[src/rtl/frac_clk_div_if.sv]
// Control/status bundle for frac_clk_div: run enable, ratio request and frame status.
// cfg_load is a one-cycle pulse with no back-pressure; cfg_busy stays high until the
// captured ratio goes live at a frame start, and a later pulse simply replaces it.
interface frac_clk_div_if #(
    parameter int CNT_W = 6
) ();
    logic             en;
    logic [CNT_W-1:0] div_int;
    logic             div_half;
    logic             cfg_load;
    logic             cfg_busy;
    logic             frame_tick;

    modport master (
        output en, div_int, div_half, cfg_load,
        input  cfg_busy, frame_tick
    );

    modport slave (
        input  en, div_int, div_half, cfg_load,
        output cfg_busy, frame_tick
    );
endinterface

[src/rtl/frac_clk_div.sv]
// Divide clk by N or N+0.5 using a posedge phase flop and a negedge phase flop, XOR-combined.
// Define FRAC_DIV_DEBUG_EN to expose dbg_cnt / dbg_pos / dbg_neg.
module frac_clk_div #(
    parameter int CNT_W    = 6,
    parameter int DEF_INT  = 4,
    parameter int DEF_HALF = 1
) (
    input  logic           clk,
    input  logic           rst,
    frac_clk_div_if.slave  bus,
    output logic           clk_o
`ifdef FRAC_DIV_DEBUG_EN
    ,
    output logic [CNT_W:0] dbg_cnt,
    output logic           dbg_pos,
    output logic           dbg_neg
`endif
);
    localparam int KW = CNT_W + 2;
    localparam logic [CNT_W-1:0] RST_INT  = (DEF_INT < 2) ? CNT_W'(2) : CNT_W'(DEF_INT);
    localparam logic             RST_HALF = (DEF_HALF != 0);

    typedef enum logic {IDLE, RUN} state_t;
    state_t state, state_nxt;

    logic [CNT_W-1:0] act_int, pend_int, cap_int, use_int;
    logic             act_half, pend_half, use_half;
    logic             busy;
    logic [CNT_W:0]   cnt, cnt_nxt, last_cnt;
    logic             pos_q, neg_q, b_q, tick_q;
    logic             frame_end, frame_start, want_a, want_b;

    // Output level for half-period k of a frame of ratio n + 0.5h.
    function automatic logic is_high(input logic [KW-1:0] k, input logic [CNT_W-1:0] n,
                                     input logic h);
        logic [KW-1:0] nn, lo2, hi2;
        nn  = KW'(n);
        lo2 = (nn << 1) + KW'(1);
        hi2 = (nn << 1) + nn + KW'(1);
        return (k < nn) || (h && (k >= lo2) && (k < hi2));
    endfunction

    assign cap_int     = (bus.div_int < CNT_W'(2)) ? CNT_W'(2) : bus.div_int;
    assign last_cnt    = act_half ? {act_int, 1'b0} : ({1'b0, act_int} - (CNT_W+1)'(1));
    assign frame_end   = (cnt == last_cnt);
    assign frame_start = bus.en && ((state == IDLE) || frame_end);

    always_ff @(posedge clk or negedge rst) begin
        if (!rst) state <= IDLE;
        else      state <= state_nxt;
    end

    always_comb begin
        state_nxt = state;
        case (state)
            IDLE:    if (bus.en) state_nxt = RUN;
            RUN:     if (frame_end && !bus.en) state_nxt = IDLE;
            default: state_nxt = IDLE;
        endcase
    end

    // Desired level of both halves of the coming clk cycle; the new ratio takes over at frame start.
    always_comb begin
        cnt_nxt  = '0;
        use_int  = act_int;
        use_half = act_half;
        want_a   = 1'b0;
        want_b   = 1'b0;
        if (frame_start) begin
            use_int  = pend_int;
            use_half = pend_half;
            want_a   = is_high({cnt_nxt, 1'b0}, use_int, use_half);
            want_b   = is_high({cnt_nxt, 1'b1}, use_int, use_half);
        end else if (state == RUN) begin
            cnt_nxt  = cnt + (CNT_W+1)'(1);
            want_a   = is_high({cnt_nxt, 1'b0}, use_int, use_half);
            want_b   = is_high({cnt_nxt, 1'b1}, use_int, use_half);
        end
    end

    always_ff @(posedge clk or negedge rst) begin
        if (!rst) begin
            cnt       <= '0;
            pos_q     <= 1'b0;
            b_q       <= 1'b0;
            tick_q    <= 1'b0;
            act_int   <= RST_INT;
            act_half  <= RST_HALF;
            pend_int  <= RST_INT;
            pend_half <= RST_HALF;
            busy      <= 1'b0;
        end else begin
            cnt    <= cnt_nxt;
            pos_q  <= want_a ^ neg_q;
            b_q    <= want_b;
            tick_q <= frame_start;
            if (frame_start) begin
                act_int  <= pend_int;
                act_half <= pend_half;
            end
            if (bus.cfg_load) begin
                pend_int  <= cap_int;
                pend_half <= bus.div_half;
                busy      <= 1'b1;
            end else if (frame_start) begin
                busy <= 1'b0;
            end
        end
    end

    // Flipping neg_q at the falling edge moves clk_o to the second-half level b_q.
    always_ff @(negedge clk or negedge rst) begin
        if (!rst) neg_q <= 1'b0;
        else      neg_q <= b_q ^ pos_q;
    end

    assign clk_o          = pos_q ^ neg_q;
    assign bus.cfg_busy   = busy;
    assign bus.frame_tick = tick_q;

`ifdef FRAC_DIV_DEBUG_EN
    assign dbg_cnt = cnt;
    assign dbg_pos = pos_q;
    assign dbg_neg = neg_q;
`endif
endmodule
[src/flat_wrapper.sv]
// flat-port wrapper written by rule: the top's interface ports become plain ports
module frac_clk_div_flat 
#(
    parameter int CNT_W    = 6,
    parameter int DEF_INT  = 4,
    parameter int DEF_HALF = 1
)
  (clk, rst, clk_o, bus_en, bus_div_int, bus_div_half, bus_cfg_load, bus_cfg_busy, bus_frame_tick);
  frac_clk_div_if #(.CNT_W(CNT_W)) bus_i ();
  input  logic clk;
  input  logic rst;
  output logic clk_o;
  input wire logic [$bits(bus_i.en)-1:0] bus_en;
  input wire logic [$bits(bus_i.div_int)-1:0] bus_div_int;
  input wire logic [$bits(bus_i.div_half)-1:0] bus_div_half;
  input wire logic [$bits(bus_i.cfg_load)-1:0] bus_cfg_load;
  output wire logic [$bits(bus_i.cfg_busy)-1:0] bus_cfg_busy;
  output wire logic [$bits(bus_i.frame_tick)-1:0] bus_frame_tick;
  assign bus_i.en = bus_en;
  assign bus_i.div_int = bus_div_int;
  assign bus_i.div_half = bus_div_half;
  assign bus_i.cfg_load = bus_cfg_load;
  assign bus_cfg_busy = bus_i.cfg_busy;
  assign bus_frame_tick = bus_i.frame_tick;
  frac_clk_div #(.CNT_W(CNT_W), .DEF_INT(DEF_INT), .DEF_HALF(DEF_HALF)) u_core (.clk(clk), .rst(rst), .bus(bus_i), .clk_o(clk_o));
endmodule
[config.mk]
export PLATFORM = sky130hd
export DESIGN_NAME = frac_clk_div_flat
export DESIGN_NICKNAME = d
export VERILOG_FILES = /design/src/rtl/frac_clk_div_if.sv /design/src/rtl/frac_clk_div.sv /design/src/flat_wrapper.sv
export SDC_FILE = /design/constraint.sdc
export NUM_CORES = 1
export LEC_CHECK = 0
export CORE_UTILIZATION = 40
export CTS_BUF_LIST = sky130_fd_sc_hd__clkbuf_4 sky130_fd_sc_hd__clkbuf_8
export DETAILED_ROUTE_END_ITERATION = 7
export DONT_BUFFER_PORTS = 1
export PLACE_DENSITY = 0.64
export SYNTH_ARGS = -nofsm -noshare
export SYNTH_HDL_FRONTEND = slang
export SYNTH_SLANG_ARGS = --single-unit
[constraint.sdc]
create_clock -name clk -period 2.8 [get_ports clk]
set_input_delay 0.14 -clock clk [delete_from_list [all_inputs] [get_ports clk]]
set_output_delay 0.14 -clock clk [all_outputs]
set_load 0.05 [all_outputs]
==> results.json, run 1 <==
{
  "critPathLaunchType": "register",
  "synth_edf_count": 0,
  "slew_headroom_pct": 61.9,
  "setup_viol": 2,
  "drc": 0,
  "design_area_mm2": 0.00303,
  "viasPerCell": 5.36,
  "dpl_worst_slack_ps": -87.5,
  "gp_congestion": 0.896,
  "r2r_start": "u_core.act_int[2]$_DFFE_PN1N_",
  "end_kind": "register",
  "antenna_left": 0,
  "synth_async_sr_flop_share_pct": 100,
  "fmax_mhz": 349,
  "synth_cells": 266,
  "io_pins": 14,
  "violations": "setup timing",
  "grt_pass1_wl_um": 9760,
  "wirelength_um": 6020,
  "yosysSeqAreaShare_pct": 26.6,
  "start_util_pct": 42.4,
  "die_h_um": 81.9,
  "cts_inserted_buffers": 3,
  "dr.pass1.iters": 4,
  "clk_pin_slew_ps": 100,
  "setup_ws_ps": -67.4,
  "clock_latency_ps": 290,
  "timing.rr.end": "u_core.pos_q$_DFF_PN0_",
  "cp_max_fo": 4,
  "hp-start": "bus_cfg_load",
  "crit_type": "reg -> reg",
  "dp_hpwl_um": 4640,
  "ys.flop_type": "dfrtp_1",
  "nNetsFinal": 362,
  "yosysWarnings": 0,
  "grt_pass1_vias": 2037,
  "avgSynthCellArea_um2": 9.61,
  "p_leak_nw": 1.49,
  "root_buffer": "clkbuf_8",
  "grt_max_degree": 27,
  "synthDistinctLibCells": 49,
  "die_width_um": 81.9,
  "worstPathRequired_ps": 3010,
  "max-vdd-ir-drop_mv": 0.682,
  "antenna_found_initial": 0,
  "drtIter0Drc": 87,
  "clockBufferDepth": 2,
  "regToRegSetupSlack_ps": -70,
  "rsz0062_at_grt": "true",
  "final.min_clock_period_ps": 2870,
  "powerDensity_mw_per_mm2": 1240,
  "placed_cell_area_mm2": 0.00284,
  "cp.arrival_ps": 3080,
  "synth-seq-cells": 27,
  "wire_per_inst_um": 16.0,
  "fin_worst_skew_ps": 7.24,
  "area_growth_pct": 18.5,
  "hold_class": "in -> reg",
  "drive_above_1_share_pct": 18.3,
  "grt-ovfl-total": 0,
  "via_count": 2015,
  "tightest_slew_ps": 564,
  "status": "finished, violations left",
  "finalMaxSlewViolations": 0,
  "ctsHtreeMaxLevel": 1,
  "clock-sinks": 27,
  "holdPathStages": 2,
  "rows": 28,
  "fin_crit_sh_pct": 102,
  "grt_usage_pct": 19.6,
  "die_area_mm2": 0.00671,
  "r2r_cells": 15,
  "hold_ws_ps": 4.56,
  "core_mm2": 0.00603,
  "maxCapViolations": 0,
  "cts_tree": "done",
  "netlist_area_mm2": 0.00256,
  "finalHoldViolations": 0,
  "holdPathEnd": "u_core.pend_int[0]$_DFFE_PN0P_",
  "antenna_cells": 0,
  "synth_fp_nets": 326,
  "layout_common_cells": "45 x ha_1, 27 x buf_4, 22 x dfrtp_1",
  "final_common_cell": "ha_1",
  "port_buffers": 0
}
## per-layer routing
layer | vias to the layer above | track usage, % | wire, um
li1 | 1008 | - | -
met1 | 963 | 26.3 | 2960
met2 | 34 | 32.1 | 2790
met3 | 10 | 2.11 | 134
met4 | 0 | 7.72 | 136
met5 | - | 0 | 0
## cells in the mapped netlist (all sizes together), types with 2 or more instances
cell type	n	area, um^2
nor2	7	26.3
clkbuf	2	7.51
a21o	10	76.3
xor2	15	131
inv	21	78.8
mux2	2	26.3
ha	47	588
a21boi	2	15.0
nand2b	8	65.1
o211a	2	20.0
dfrtp	22	551
mux2i	7	70.1
dfstp	4	105
fa	2	40.0
nand3	9	45.0
nor2b	9	56.3
xnor2	16	140
nor4b	2	17.5
a21oi	16	80.1
a31oi	2	12.5
buf	4	32.5
o22ai	2	12.5
nand4	3	18.8
o21ai	16	80.1
o21a	3	22.5
nand2	14	52.6
## metrics by stage
stage | utilization, % | total power, W | TNS [ps] | std cells
finish | 50.2 | 0.00377 | -79.0 | 376
global route | 50.2 | 0.00414 | -518 | 376
CTS | 50.0 | 0.00372 | -23.2 | 375
detailed placement | 47.1 | 0.00341 | -162 | 361
global placement | 47.1 | 0.00334 | -25.8 | 361
floorplan | - | 0.00263 | 0 | 266
## sequential cells by signal (all words and copies together) (netlist names)
| signal | count |
|---|---|
| u_core.cnt | 7 |
| u_core.act_int | 6 |
| u_core.pend_int | 6 |
| u_core.act_half | 1 |
| u_core.b_q | 1 |
| u_core.bus.cfg_busy | 1 |
| u_core.bus.frame_tick | 1 |
| u_core.neg_q | 1 |
| u_core.pend_half | 1 |
| u_core.pos_q | 1 |
| u_core.state | 1 |
## critical path, cell delays in order (launching register included)
cell and delay (ps):
dfstp_2 550, inv_2 60, ha_4 210, o21a_1 100, o21ai_1 110, nand2b_1 80, a21o_1 170, a21oi_2 140
xnor2_1 90, ha_1 300, nor2b_1 140, o21ai_1 150, nand3b_1 130, o32a_1 320, o22ai_2 110, xor2_1 140
## logic make-up after synthesis
group | count (synthesis) | synth area share, %
multiplexers | 9 | 3.77
XOR/XNOR | 31 | 10.6
AND/OR/NAND/NOR | 58 | 12.9
AO/OA/AOI/OAI | 65 | 16.9
buffers and inverters | 27 | 4.65
flip-flops | 27 | 26.6
adder cells (fa/ha/maj) | 49 | 24.6
## worst max-delay path by stage
stage / start / end / slack, ps / depth (start not counted)
after floorplan: u_core.act_int[0]$_DFFE_PN0N_ / u_core.pos_q$_DFF_PN0_ / 7 / 17
after detailed placement: u_core.act_int[1]$_DFFE_PN0N_ / u_core.b_q$_DFF_PN0_ / -90 / 17
after global placement: u_core.act_int[1]$_DFFE_PN0N_ / u_core.b_q$_DFF_PN0_ / -20 / 17
after global routing: u_core.act_int[1]$_DFFE_PN0N_ / u_core.pos_q$_DFF_PN0_ / -280 / 16
final: u_core.act_int[2]$_DFFE_PN1N_ / u_core.pos_q$_DFF_PN0_ / -70 / 15
after CTS: u_core.act_int[2]$_DFFE_PN1N_ / u_core.pos_q$_DFF_PN0_ / -20 / 15
## cell type report
type                    instances  area [um^2]
fillers                       571         3000
clock inverters                 1         5.00
repair buffers                 37          313
inverters                      21         83.8
well taps                      75         93.8
multi-input cells             212         1810
flip-flops and latches         27          681
clock buffers                   3         41.3
## timing repair
item,4_1_cts,5_1_grt
hold endpoints to repair,34,1
pin swaps,1,1
buffers inserted,2,0
gates cloned,0,0
endpoints found under the setup margin,2,2
hold buffers,9,1
resized for setup,4,3
## power breakdown
group	internal (W)	switching, W	total [W]
combinational	0.00135	0.00147	0.00282
clock	0.000100	0.000132	0.000232
sequential	0.000540	0.000181	0.000721
Note: power is estimated with default switching activity, not from simulation.
==> run 2, diff against run 1 <==
--- a/config.mk
+++ b/config.mk
@@ -10,6 +10,7 @@
 export DETAILED_ROUTE_END_ITERATION = 7
 export DONT_BUFFER_PORTS = 1
 export PLACE_DENSITY = 0.64
+export REMOVE_ABC_BUFFERS = 1
 export SYNTH_ARGS = -nofsm -noshare
 export SYNTH_HDL_FRONTEND = slang
 export SYNTH_SLANG_ARGS = --single-unit
==> results.json, run 2 (same netlist as run 1, synthesis figures left out) <==
{
  "fin_worst_skew_ps": 9.17,
  "wirelength_um": 5910,
  "p_leak_nw": 1.54,
  "dp_hpwl_um": 4590,
  "busiest_layer": "met2",
  "finalMaxSlewViolations": 0,
  "worst_path_most_repeated_cell": "a21oi_2",
  "grt-ovfl-total": 0,
  "largest_reg_flops": 7,
  "gp_congestion": 0.817,
  "clock-sinks": 27,
  "end_kind": "register",
  "drc": 0,
  "die_width_um": 81.9,
  "port_buffers": 0,
  "rows": 28,
  "slew_headroom_pct": 67.2,
  "viasPerCell": 5.35,
  "grt_pass1_vias": 2180,
  "maxCapViolations": 0,
  "layout_common_cells": "42 x ha_1, 34 x buf_4, 22 x dfrtp_1",
  "cts_inserted_buffers": 3,
  "root_buffer": "clkbuf_8",
  "antenna_found_initial": 0,
  "r2r_start": "u_core.act_int[1]$_DFFE_PN0N_",
  "critPathLaunchType": "register",
  "finalHoldViolations": 0,
  "status": "finished, violations left",
  "crit_buf_inv": 1,
  "setup_ws_ps": -187,
  "ctsHtreeMaxLevel": 1,
  "drtIter0Drc": 63,
  "violations": "setup timing",
  "cp_top_family": "compound AO/OA/AOI/OAI gates",
  "largest_register": "u_core.cnt",
  "dr.pass1.iters": 4,
  "clk_pin_slew_ps": 100,
  "reg.largest.list": "u_core.cnt (7), u_core.act_int (6), u_core.pend_int (6)",
  "grtUsageMet1_pct": 22.4,
  "setup_viol": 2,
  "final_common_cell": "ha_1",
  "cpPeakStageDelay_ps": 430,
  "cp_max_fo": 4,
  "cts_tree": "done",
  "grt_usage_pct": 19.1,
  "grt_pass1_wl_um": 9730,
  "rsz0062_at_grt": "true",
  "die_area_mm2": 0.00671,
  "die_h_um": 81.9,
  "via_count": 2055,
  "hold_ws_ps": 0.738,
  "antenna_cells": 0,
  "wire_per_inst_um": 15.4,
  "cp_slowest_cell": "dfrtp_1",
  "antenna_left": 0,
  "grt_max_degree": 27,
  "drive_above_1_share_pct": 23.0,
  "startpoint": "u_core.act_int[1]$_DFFE_PN0N_",
  "start_util_pct": 42.4,
  "area_growth_pct": 22.4,
  "max-vdd-ir-drop_mv": 0.647,
  "timing.setup.tns_ps": -240,
  "tightest_slew_ps": 492,
  "cp.arrival_ps": 3190,
  "nNetsFinal": 370,
  "clock_latency_ps": 280,
  "met2_usage_pct": 35.9,
  "crit_chain": "inv_4 > ha_4 > a21oi_2 > nor2b_1 > o21ai_1 > nand2b_1 > a21oi_2 > xor2_1 > ha_1 > a21oi_2 > nor2b_4 > o21ai_2 > nand3b_1 > o32a_1 > o22ai_2 > xor2_1",
  "grt_util_met3_pct": 2.78,
  "clockBufferDepth": 2,
  "fin_crit_sh_pct": 107,
  "hp-start": "bus_div_int[0]",
  "crit_type": "reg -> reg",
  "fmax_mhz": 335,
  "final.min_clock_period_ps": 2990,
  "worstPathRequired_ps": 3000,
  "powerDensity_mw_per_mm2": 1320,
  "core_mm2": 0.00603,
  "hold_class": "in -> reg",
  "io_pins": 14
}
-- run 2: changes by cell type in the layout (fill, tap and decap cells not counted), moves of 2 or more --
cell   before  now
buf_6       0    2
ha_1       45   42
buf_4      27   34
ha_2        0    2
-- run 2: through the flow --
| step | std cells | utilization (%) | setup WS, ps | total power, W | instance area [um^2] |
|---|---|---|---|---|---|
| final | 384 | 51.9 | -187 | 0.00412 | 3130 |
| after global routing | 384 | 51.9 | -338 | 0.00453 | 3130 |
| after CTS | 379 | 50.5 | -93.9 | 0.00385 | 3040 |
| after detailed placement | 362 | 46.7 | -272 | 0.00337 | 2810 |
| after global placement | 362 | 46.7 | -189 | 0.00328 | 2810 |
| after floorplan | 260 | - | -283 | 0.00253 | 2520 |
-- run 2: power by group --
group / leakage, nW / total, W / switching, W / internal, W
Clock: 0.0255 / 0.000226 / 0.000126 / 0.0000999
Combinational: 1.21 / 0.00315 / 0.00158 / 0.00158
Sequential: 0.307 / 0.000741 / 0.000200 / 0.000540
Total: 1.54 / 0.00412 / 0.00190 / 0.00222
-- run 2: layout make-up --
class	count	area, um^2
Clock inverter	1	5.00
Tap cell	75	93.8
Fill cell	547	2900
Multi-Input combinational cell	212	1850
Sequential cell	27	681
Inverter	21	83.8
Timing Repair Buffer	45	378
Clock buffer	3	41.3
-- run 2: layer usage --
metal,share of wire (%),vias up
li1,-,1021
met2,51,36
met1,45,989
met4,1.5,0
met5,0,-
met3,3.0,9
-- run 2: path summary, 6_finish.rpt --
kind / to / slack, ps / depth (start not counted)
worst max-delay path: u_core.pos_q$_DFF_PN0_ / -190 / 16
worst min-delay path: u_core.pend_int[0]$_DFFE_PN0P_ / 0.7 / 2
worst max register to register: u_core.pos_q$_DFF_PN0_ / -190 / 16
worst min register to register: u_core.b_q$_DFF_PN0_ / 600 / 2
max in group asynchronous: u_core.neg_q$_DFF_NN0_ / 1870 / 0
min in group asynchronous: u_core.pend_int[4]$_DFFE_PN0P_ / 280 / 2
-- run 2: worst register-to-register path: stages (launching register included) --
cell and delay [ps]:
dfrtp_1 430, inv_4 130, ha_4 220, a21oi_2 130, nor2b_1 50, o21ai_1 120, nand2b_1 80, a21oi_2 150
xor2_1 210, ha_1 290, a21oi_2 190, nor2b_4 60, o21ai_2 100, nand3b_1 120, o32a_1 360, o22ai_2 100
xor2_1 160
-- run 2: what timing repair did --
| action | CTS | global route |
|---|---|---|
| buffers inserted | 5 | 5 |
| pin swaps | 14 | 14 |
| setup endpoints to repair | 2 | 2 |
| gates resized for setup | 16 | 11 |
| hold buffers | 8 | 1 |
| endpoints found under the hold margin | 34 | 1 |
==> run 3, diff against run 2 <==
==> constraint.sdc (replaced) <==
create_clock -name clk -period 2.8 [get_ports clk]
set_input_delay 0.14 -clock clk [delete_from_list [all_inputs] [get_ports clk]]
set_output_delay 0.14 -clock clk [all_outputs]
set_load 0.01 [all_outputs]
==> results.json, run 3 (same netlist as run 1, synthesis figures left out) <==
{
  "status": "finished, violations left",
  "violations": "setup timing",
  "dp_hpwl_um": 4550,
  "crit_type": "reg -> reg",
  "gp_congestion": 0.839,
  "clock-sinks": 27,
  "powerDensity_mw_per_mm2": 1270,
  "holdPathStages": 2,
  "p_leak_nw": 1.52,
  "cts_inserted_buffers": 3,
  "clockBufferDepth": 2,
  "reg.largest.list": "u_core.cnt (7), u_core.act_int (6), u_core.pend_int (6)",
  "fin_crit_sh_pct": 103,
  "antenna_left": 0,
  "wirelength_um": 5890,
  "critPathLaunchType": "register",
  "finalHoldViolations": 0,
  "via_count": 2013,
  "grt_usage_pct": 19.7,
  "start_util_pct": 42.4,
  "rsz0062_at_grt": "true",
  "io_pins": 14,
  "area_growth_pct": 20.5,
  "viasPerCell": 5.28,
  "finalMaxSlewViolations": 0,
  "largest_reg_flops": 7,
  "nNetsFinal": 367,
  "wire_per_inst_um": 15.5,
  "grt_max_degree": 27,
  "port_buffers": 0,
  "die_h_um": 81.9,
  "setup_ws_ps": -89.8,
  "timing.setup.tns_ps": -92.7,
  "worstPathRequired_ps": 3010,
  "grt-ovfl-total": 0,
  "fin_worst_skew_ps": 9.09,
  "power_w": 0.00390,
  "cp.arrival_ps": 3100,
  "cts_tree": "done",
  "grt_pass1_vias": 2125,
  "clk_pin_slew_ps": 100,
  "ctsHtreeMaxLevel": 1,
  "die_width_um": 81.9,
  "fmax_mhz": 346,
  "clock_latency_ps": 280,
  "rows": 28,
  "die_area_mm2": 0.00671,
  "final.min_clock_period_ps": 2890,
  "setup_viol": 2,
  "grt_pass1_wl_um": 9830,
  "r2r_cells": 13,
  "slew_headroom_pct": 72.8,
  "hold_ws_ps": 5.40,
  "tightest_slew_ps": 405,
  "dpl_worst_slack_ps": -267,
  "hold_class": "in -> reg",
  "dr.pass1.iters": 4,
  "placed_cells": 360,
  "antenna_cells": 0,
  "end_kind": "register",
  "drc": 0,
  "drive_above_1_share_pct": 20.9,
  "final_cells": 381,
  "max-vdd-ir-drop_mv": 0.558,
  "layout_common_cells": "44 x ha_1, 32 x buf_4, 22 x dfrtp_1",
  "final_common_cell": "ha_1",
  "drtIter0Drc": 113,
  "root_buffer": "clkbuf_8",
  "maxCapViolations": 0,
  "largest_register": "u_core.cnt",
  "core_mm2": 0.00603,
  "antenna_found_initial": 0,
  "cp_max_fo": 3
}
-- run 3: cell types whose count changed in the layout (fill, tap and decap cells not counted), sizes merged --
cell      delta
buf          -3
clkinvlp     +1
clkinv       -1
-- run 3: worst paths after layout --
| kind | slack, ps | start | end |
|---|---|---|---|
| hold reg to reg | 590 | u_core.bus.cfg_busy$_DFFE_PN0P_ | u_core.bus.cfg_busy$_DFFE_PN0P_ |
| min in group asynchronous | 290 | rst | u_core.bus.cfg_busy$_DFFE_PN0P_ |
| hold / removal | 5 | bus_div_int[0] | u_core.pend_int[0]$_DFFE_PN0P_ |
| setup reg to reg | -90 | u_core.act_int[1]$_DFFE_PN0N_ | u_core.pos_q$_DFF_PN0_ |
| setup / recovery | -90 | u_core.act_int[1]$_DFFE_PN0N_ | u_core.pos_q$_DFF_PN0_ |
| max in group asynchronous | 1870 | rst | u_core.neg_q$_DFF_NN0_ |
-- run 3: repair_timing --
action / in CTS / in global routing
endpoints found under the hold margin: 34 / 1
setup endpoints to repair: 2 / 2
pin swaps: 11 / 13
resized for setup: 9 / 12
hold buffers: 8 / 1
setup buffers: 5 / 3
-- run 3: area by class of cell --
type / count / area, um^2
fillers: 582 / 2950
multi-input cells: 212 / 1820
flip-flops and latches: 27 / 681
repair buffers: 42 / 352
well taps: 75 / 93.8
inverters: 21 / 81.3
clock buffers: 3 / 41.3
clock inverters: 1 / 7.51
-- run 3: routing by layer --
| metal | routed length [um] | GRT usage, % | part of all wire (%) | vias up |
|---|---|---|---|---|
| li1 | - | - | - | 1013 |
| met4 | 38 | 4.04 | 0.65 | 0 |
| met3 | 164 | 2.00 | 2.8 | 4 |
| met2 | 3000 | 36.7 | 51 | 28 |
| met5 | 0 | 0 | 0 | - |
| met1 | 2690 | 24.1 | 46 | 968 |
-- run 3: report_power, final --
group          switching [W]  internal, W  total, W
Combinational        0.00148      0.00148   0.00296
Clock               0.000128     0.000101  0.000229
Sequential          0.000174     0.000541  0.000715
-- run 3: critical path: stages (launching register included) --
cell and delay [ps]:
dfrtp_1 400, buf_4 160, buf_4 140, buf_4 130, fa_2 370, a21o_1 170
a21o_1 170, a21oi_1 170, ha_1 280, nand4_1 160, a21oi_2 60, o32a_1 360
o22ai_2 110, xor2_1 150
-- run 3: through the flow --
stage / utilization, % / area [um^2]
floorplan: - / 2520
CTS: 49.8 / 3000
global route: 51.1 / 3080
finish: 51.1 / 3080
global placement: 46.4 / 2800
detailed placement: 46.4 / 2800
